===== src/rtl/uart_pkg.sv =====
// Shared UART definitions: byte width, clock constants and the
// transmit arbiter FSM state encoding.
package uart_pkg;

  localparam int UART_DATA_W          = 8;
  localparam int HWCLK_HZ             = 12_000_000;
  // 10 ms of CTS-low at HWCLK_HZ
  localparam int DEFAULT_STALL_CYCLES = 120_000;

  typedef enum logic [1:0] {
    IDLE      = 2'd0,
    START     = 2'd1,
    WAIT_DONE = 2'd2
  } arb_state_e;

endpackage


===== src/rtl/rr_picker.sv =====
// Combinational round-robin priority search.
//   req  : request vector
//   last : index of the previous grant; search starts at last+1, wraps mod N
//   gnt  : one-hot grant (all zero when no request)
//   idx  : index of the granted request (equals last when none)
//   any  : at least one request present
module rr_picker #(
  parameter int N    = 4,
  parameter int ID_W = 2
) (
  input  logic [N-1:0]    req,
  input  logic [ID_W-1:0] last,
  output logic [N-1:0]    gnt,
  output logic [ID_W-1:0] idx,
  output logic            any
);

  int unsigned     pos;
  logic [ID_W-1:0] pos_idx;

  always_comb begin
    gnt     = '0;
    idx     = last;
    any     = 1'b0;
    pos     = 0;
    pos_idx = '0;
    for (int unsigned k = 1; k <= N; k++) begin
      pos     = (int'(last) + k) % N;
      pos_idx = ID_W'(pos);
      if (!any && req[pos_idx]) begin
        any          = 1'b1;
        gnt[pos_idx] = 1'b1;
        idx          = pos_idx;
      end
    end
  end

endmodule


===== src/rtl/uart_tx_arbiter.sv =====
// Round-robin arbiter sharing one UART transmitter between NUM_REQ byte
// producers, gated by the synchronized peer CTS line.
//   hwclk, rst            : 12 MHz clock, synchronous active-high reset
//   req_valid/req_data    : per-requester byte offer (requester i in [8i+7:8i])
//   req_last              : last byte of a packet (packet lock only)
//   req_ready             : one-hot, one-cycle accept pulse
//   cts                   : asynchronous peer clear-to-send
//   tx_data/tx_start      : byte and start request to the transmitter
//   tx_busy               : transmitter busy
//   grant_id              : index of the last granted requester
//   stall                 : CTS held low with pending requests for STALL_CYCLES
// Build option UART_ARB_PKT_LOCK_EN: once a requester is granted a byte
// without req_last, only that requester is served until its last byte.
module uart_tx_arbiter
  import uart_pkg::*;
#(
  parameter int NUM_REQ      = 4,
  parameter int STALL_CYCLES = DEFAULT_STALL_CYCLES,
  parameter int ID_W         = 2
) (
  input  logic                           hwclk,
  input  logic                           rst,
  input  logic [NUM_REQ-1:0]             req_valid,
  input  logic [UART_DATA_W*NUM_REQ-1:0] req_data,
  input  logic [NUM_REQ-1:0]             req_last,
  output logic [NUM_REQ-1:0]             req_ready,
  input  logic                           cts,
  output logic [UART_DATA_W-1:0]         tx_data,
  output logic                           tx_start,
  input  logic                           tx_busy,
  output logic [ID_W-1:0]                grant_id,
  output logic                           stall
);

  localparam int              CNT_W     = $clog2(STALL_CYCLES + 1);
  localparam logic [CNT_W-1:0] STALL_MAX = CNT_W'(STALL_CYCLES);
  localparam logic [ID_W-1:0]  LAST_ID   = ID_W'(NUM_REQ - 1);

  arb_state_e               state_q, state_d;
  logic [NUM_REQ-1:0]       req_ready_q, req_ready_d;
  logic [UART_DATA_W-1:0]   tx_data_q, tx_data_d;
  logic                     tx_start_q, tx_start_d;
  logic [ID_W-1:0]          grant_id_q, grant_id_d;
  logic                     stall_q, stall_d;
  logic [CNT_W-1:0]         stall_cnt_q, stall_cnt_d;
  logic                     cts_meta_q, cts_s_q;

  logic [NUM_REQ-1:0]       pick_req, pick_gnt;
  logic [ID_W-1:0]          pick_idx;
  logic                     pick_any;
  logic [UART_DATA_W-1:0]   pick_data;

`ifdef UART_ARB_PKT_LOCK_EN
  logic lock_q, lock_d;

  // While locked, only the last granted requester is visible to the picker.
  assign pick_req = lock_q ? (req_valid & (NUM_REQ'(1) << grant_id_q)) : req_valid;
`else
  logic unused_req_last;

  assign unused_req_last = ^req_last;
  assign pick_req        = req_valid;
`endif

  rr_picker #(
    .N    (NUM_REQ),
    .ID_W (ID_W)
  ) u_rr_picker (
    .req  (pick_req),
    .last (grant_id_q),
    .gnt  (pick_gnt),
    .idx  (pick_idx),
    .any  (pick_any)
  );

  always_comb begin
    pick_data = '0;
    for (int unsigned i = 0; i < NUM_REQ; i++) begin
      if (pick_gnt[i]) begin
        pick_data = req_data[i*UART_DATA_W +: UART_DATA_W];
      end
    end
  end

  always_comb begin
    state_d     = state_q;
    req_ready_d = '0;
    tx_data_d   = tx_data_q;
    tx_start_d  = tx_start_q;
    grant_id_d  = grant_id_q;
`ifdef UART_ARB_PKT_LOCK_EN
    lock_d      = lock_q;
`endif

    unique case (state_q)
      IDLE: begin
        // CTS is only consulted here, so a byte in flight always completes.
        if (pick_any && cts_s_q) begin
          req_ready_d = pick_gnt;
          tx_data_d   = pick_data;
          grant_id_d  = pick_idx;
          tx_start_d  = 1'b1;
          state_d     = START;
`ifdef UART_ARB_PKT_LOCK_EN
          lock_d      = !req_last[pick_idx];
`endif
        end
      end
      START: begin
        // Start is held until the transmitter acknowledges with busy.
        if (tx_busy) begin
          tx_start_d = 1'b0;
          state_d    = WAIT_DONE;
        end
      end
      WAIT_DONE: begin
        if (!tx_busy) begin
          state_d = IDLE;
        end
      end
      default: begin
        tx_start_d = 1'b0;
        state_d    = IDLE;
      end
    endcase

    if (!cts_s_q && (|req_valid)) begin
      stall_cnt_d = (stall_cnt_q == STALL_MAX) ? stall_cnt_q : stall_cnt_q + CNT_W'(1);
    end else begin
      stall_cnt_d = '0;
    end
    stall_d = (stall_cnt_d >= STALL_MAX);
  end

  always_ff @(posedge hwclk) begin
    if (rst) begin
      state_q     <= IDLE;
      req_ready_q <= '0;
      tx_data_q   <= '0;
      tx_start_q  <= 1'b0;
      grant_id_q  <= LAST_ID;
      stall_q     <= 1'b0;
      stall_cnt_q <= '0;
      cts_meta_q  <= 1'b0;
      cts_s_q     <= 1'b0;
`ifdef UART_ARB_PKT_LOCK_EN
      lock_q      <= 1'b0;
`endif
    end else begin
      state_q     <= state_d;
      req_ready_q <= req_ready_d;
      tx_data_q   <= tx_data_d;
      tx_start_q  <= tx_start_d;
      grant_id_q  <= grant_id_d;
      stall_q     <= stall_d;
      stall_cnt_q <= stall_cnt_d;
      cts_meta_q  <= cts;
      cts_s_q     <= cts_meta_q;
`ifdef UART_ARB_PKT_LOCK_EN
      lock_q      <= lock_d;
`endif
    end
  end

  assign req_ready = req_ready_q;
  assign tx_data   = tx_data_q;
  assign tx_start  = tx_start_q;
  assign grant_id  = grant_id_q;
  assign stall     = stall_q;

endmodule


===== config.mk =====
export PLATFORM = sky130hd
export DESIGN_NAME = uart_tx_arbiter
export DESIGN_NICKNAME = d
export VERILOG_FILES = /design/src/rtl/uart_pkg.sv /design/src/rtl/rr_picker.sv /design/src/rtl/uart_tx_arbiter.sv
export SDC_FILE = /design/constraint.sdc
export NUM_CORES = 1
export LEC_CHECK = 0
export BUFFER_PORTS_ARGS = -buffer_cell sky130_fd_sc_hd__buf_2
export CAP_MARGIN = 20
export CORE_UTILIZATION = 25
export DETAILED_ROUTE_END_ITERATION = 8
export GPL_TIMING_DRIVEN = 0
export PLACE_DENSITY_LB_ADDON = 0.05
export SLEW_MARGIN = 20
export SYNTH_ARGS = -nofsm -noshare
export SYNTH_HDL_FRONTEND = slang
export SYNTH_SLANG_ARGS = --single-unit
export TNS_END_PERCENT = 1

===== constraint.sdc =====
create_clock -name hwclk -period 3.6 [get_ports hwclk]
set_input_delay 0.72 -clock hwclk [delete_from_list [all_inputs] [get_ports hwclk]]
set_output_delay 0.72 -clock hwclk [all_outputs]
set_load 0.01 [all_outputs]

Word level (Yosys, flattened, before mapping)
Index checks and enable logic that the tools add are counted.
{"block": "totals", "regBits": 37, "latch_bits": 0, "ram_bits": 0, "rom_bits": 0, "inputBits": 44, "output_inout_bits": 16, "memories": 0}
{"block": "classes", "add_sub_neg": 5, "multipliers": 0, "div": 0, "order_cmp": 9, "eq_ne": 6, "shift": 0, "mux": 41, "bitwise_logic": 6, "reduce_logical": 21}
{"cell": "$mux 17", "count": 2}
{"cell": "$mux 8", "count": 4}
{"cell": "$add 17x1->17 const B", "count": 1}
{"cell": "$eq 17x17->1 const B", "count": 1}
{"cell": "$ge 17x17->1 const B", "count": 1}
{"cell": "$mux 4", "count": 4}
{"cell": "$mux 1", "count": 14}
{"cell": "$mux 2", "count": 7}
{"cell": "$lt 2x3->1 const B", "count": 4}
{"cell": "$or 4x4->4", "count": 3}
{"cell": "$logic_and 1x1->1", "count": 9}
{"cell": "$reduce_and 3->1", "count": 3}
{"cell": "$bmux 1 s2", "count": 4}
{"cell": "$demux 1 s2", "count": 4}
{"cell": "$ge 2x1->1 const B", "count": 4}
{"cell": "$ne 2x2->1 const B", "count": 3}
{"cell": "$pmux 2 s3", "count": 1}
{"cell": "$add 2x1->2 const B", "count": 2}
{"cell": "$add 2x2->2 const B", "count": 2}
{"cell": "$logic_not 1->1", "count": 4}
{"cell": "$reduce_bool 4->1", "count": 1}
{"cell": "$reduce_or 4->1", "count": 1}
{"cell": "$not 1->1", "count": 3}
{"cell": "$pmux 1 s3", "count": 1}
{"cell": "other kinds (5)", "count": 5}

Longest topological paths before layout
{"block": "depth", "word_depth": 17, "ltp_mapped": 11}

Cells and area by module
A second synthesis with hierarchy kept.
{"block": "unflattened", "hier_cells": 286, "area_unflattened_um2": 2356.0}
{"mod": "uart_tx_arbiter", "n_inst": 1, "cells_per_inst": 212, "area_each_um2": 1808.0, "seq_area_each_um2": 740.7}
{"mod": "rr_picker", "n_inst": 1, "cells_per_inst": 74, "area_each_um2": 548.0, "seq_area_each_um2": 0.0}

Worst setup path before layout
No wires, ideal clock.
{"block": "synth_timing", "kind": "register to register", "start": "register grant_id_q[0] (netlist: grant_id[0])", "end": "register tx_data_q[0] (netlist: tx_data[0])", "setup_time_ns": 0.060, "arrival_time_ns": 3.190, "setup_slack_ns": 0.350, "stages_incl_launch_ff": 10, "path_buffers": 2, "period_less_slack_ns": 3.250, "cell_sequence": "dfxtp_1 > buf_6 > inv_1 > ha_1 > mux4_1 > buf_2 > a22o_1 > a222oi_1 > a221o_1 > o2111a_1"}
{"block": "synth_between", "elab_chain_len": 17}
{"item": "start, declared", "line_no": "uart_tx_arbiter.sv:43", "text": "logic [ID_W-1:0] grant_id_q, grant_id_d;"}
{"item": "start signal, assigned", "line_no": "uart_tx_arbiter.sv:154", "text": "grant_id_q <= grant_id_d;"}
{"item": "parallel branches: the longest is 17 deep, another holds $lt 2x3->1"}
{"item": "end signal, assigned", "line_no": "uart_tx_arbiter.sv:152", "text": "tx_data_q <= tx_data_d;"}
{"item": "end, declared", "line_no": "uart_tx_arbiter.sv:41", "text": "logic [UART_DATA_W-1:0] tx_data_q, tx_data_d;"}
Several ways; the timed one is not identified. The select of a mux whose other input is x is not followed.
A chain may end at the register's enable or synchronous reset.

Final worst setup path
{"block": "layout_timing", "start": "register grant_id_q[0] (netlist: grant_id[0])", "end": "register tx_data_q[2] (netlist: tx_data[2])"}
Same word-level chain as after synthesis.

==> results.toml <==
[floorplan]
fp.dieW_um = 98.0
io_pins = 60
die_height_um = 98.0
die_area_um2 = 9610
fp.coreArea_um2 = 8810
rows = 34
start_util = 0.262

[routing]
wl_per_cell_um = 14.6
ant_nets = 0
viasPerCell = 4.80
first_pass_iters = 4
wl_mm = 6.40
drc_errors = 0
dr.first_iter.drc_count = 58
vias = 2114

[logic_synthesis]
synth_top_area_frac = 0.321
synth_cells = 265
syn-num-nets = 319
ys_async_sr_fraction = 0
synth-seq-cells = 37
ys_seq_area_frac = 0.321
yosysUniqueCellTypes = 49
synth_common_cells = "dfxtp_1, nor2_1, nand2_1, inv_1, xnor2_1"
netlist_area_um2 = 2310
synth_warnings = 0
synth_flop_cell = "dfxtp_1"
synth_area_leader_cell = "dfxtp_1"
syn_avg_cell_area_um2 = 8.70
synth_edf_count = 0
synth.area.top_cells = "dfxtp_1, nor2_1, ha_1"

[power_and_ir_drop]
power_mw = 1.07
power_density_nw_per_um2 = 376
p_leak_nw = 1.16
ir_worst_vdd_uv = 173

[setup_path]
slowest_stage = "mux4_2"
rr_worst_depth = 12
startpoint = "grant_id[0]"
cp.required_ns = 3.85
end_kind = "flop"
slowest_delay_ns = 0.59
arrival_ns = 3.57
cp.buffers_inverters = 5
path_delay_family = "buffers and inverters"
crit_end = "tx_data[2]"
ff2ff_setup_slack_ns = 0.28
worstPathCellList = "buf_6, inv_1, ha_1, mux4_2, nor4b_4, buf_4, nand2_2, a222oi_1, buf_4, buf_2, a221o_1, o2111a_1"
crit_type = "flop to flop"
cp_max_fo = 7
timing.rr.start = "grant_id[0]"
worstSetupStartpointType = "flop"
critical_path_depth = 12
crit_top_cell = "buf_4"
rr_endpoint = "tx_data[2]"

[grt]
grt-ovfl-total = 0
grt_max_degree = 13
antenna_found_initial = 0
grt_pass1_vias = 2069
grt_pass1_wl_mm = 10.4
grt_usage = 0.139

[layout]
area_growth_pct = 24.0
multi_input_area_um2 = 1410
finish.instance_area_um2 = 2860
fin_nets = 385
stdcell_count = 440
n_antenna_cell = 0
final_util = 0.325
sequential_cell_area_um2 = 741
fillerInstances = 932
layout-drive-gt1-share = 0.247

[timing]
clock_skew_ns = 0.00447
setup_violations = 0
hold_violations = 0
min_period_over_period = 0.922
worst_slew_pin_slew_ns = 1.01
max_freq_ghz = 0.301
slew_viol_final = 0
period_minus_slack_ns = 3.32
whs_ns = 0.437
grt_setup_unrepaired = "false"
slew_headroom = 0.319

[run]
cap_viol_max_count = 0

[clock_tree]
tritoncts = "yes"
clockRootBuffer = "clkbuf_8"
clk_pin_slew_ns = 0.08
clock-sinks = 37
h-tree-depth = 2
numCtsBuffers = 5
hold_buffers = 0
cts_buffer_depth = 2
insertion_delay_ns = 0.30

[min_path]
hold_path.class = "flop to flop"
hold_depth = 1

[placed_design]
place_area_um2 = 2720
placedCellCount = 429
gp_congestion = 0.738
dp_hpwl_mm = 4.76
port_buffers = 55

[run_status]
status = "finished, final reports clean"
[worst reg2reg max path, stage by stage, from the launching register on]
cell and delay, ns:
dfxtp_1 0.46, buf_6 0.18, inv_1 0.11, ha_1 0.38, mux4_2 0.59, nor4b_4 0.38, buf_4 0.18, nand2_2 0.05
a222oi_1 0.25, buf_4 0.18, buf_2 0.16, a221o_1 0.16, o2111a_1 0.18
[metal layers]
layer	GRT usage	vias to the layer above	wire, µm
li1	-	1097	-
met1	0.172	977	2930
met2	0.238	33	3140
met3	0.0315	7	258
met4	0.0455	0	80
met5	0	-	0
[sequential cells by signal, indices dropped and copies added, names as in the netlist]
name / flops
tx_data: 8
tx_start: 1
stall: 1
grant_id: 2
state_q: 2
cts_meta_q: 1
stall_cnt_q: 17
req_ready: 4
cts_s_q: 1
[logic make-up (layout without fill, tap and decap cells)]
family / count (synthesis) / count (layout) / synth area share
multiplexers: 6 / 6 / 0.0494
AND/OR/NAND/NOR: 126 / 126 / 0.281
buffers and inverters: 23 / 90 / 0.0651
XOR/XNOR: 16 / 16 / 0.0608
adder cells (fa/ha/maj): 10 / 10 / 0.0543
flip-flops: 37 / 37 / 0.321
AO/OA/AOI/OAI: 47 / 47 / 0.168
[report_power, final]
part | switching, mW | leakage [nW] | internal [mW]
Sequential | 0.0114 | 0.300 | 0.421
Combinational | 0.130 | 0.803 | 0.117
Clock | 0.169 | 0.0574 | 0.226
[through the flow]
| stage | setup TNS, ns | setup slack (ns) |
|---|---|---|
| 2_1_floorplan | 0 | 0.350 |
| 3_3_place_gp | -2.77 | -0.355 |
| 3_5_place_dp | -0.266 | -0.0638 |
| 4_1_cts | 0 | 0.215 |
| 5_1_grt | 0 | 0.0340 |
| 6_report | 0 | 0.280 |
[cells in the final DEF (no fill, tap or decap), types with 5 or more instances in the layout]
| master | count |
|---|---|
| nand4_1 | 10 |
| nor3_1 | 7 |
| clkbuf_8 | 8 |
| nand2_1 | 24 |
| ha_1 | 10 |
| nand2b_1 | 5 |
| inv_1 | 12 |
| a21oi_1 | 9 |
| xnor2_1 | 11 |
| nand3_1 | 9 |
| or3_1 | 8 |
| dfxtp_1 | 37 |
| nor2_1 | 37 |
| a221o_1 | 9 |
| buf_6 | 5 |
| buf_2 | 57 |
| xor2_1 | 5 |
| o2111a_1 | 8 |
[how the worst min path moves through the flow]
stage | endpoint | start | slack [ns]
3_3_place_gp | cts_s_q | cts_meta_q | 0.42
3_5_place_dp | cts_s_q | cts_meta_q | 0.42
2_1_floorplan | cts_s_q | cts_meta_q | 0.41
5_1_grt | cts_s_q | cts_meta_q | 0.46
6_report | cts_s_q | cts_meta_q | 0.44
4_1_cts | cts_s_q | cts_meta_q | 0.44
[final cells by class]
cell class              instances  area share
multi-input cells             205       0.493
clock inverters                 2      0.0131
repair buffers                 59       0.106
clock buffers                   6      0.0289
flip-flops and latches         37       0.259
inverters                      12      0.0157
plain buffers                  11      0.0367
well taps                     108      0.0472
[timing repair]
action / CTS / global route
resized for setup: 0 / 1
endpoints found under the setup margin: 5 / 8
setup buffers: 2 / 1
pin swaps: 1 / 2
(Power assumes the default switching activity.)
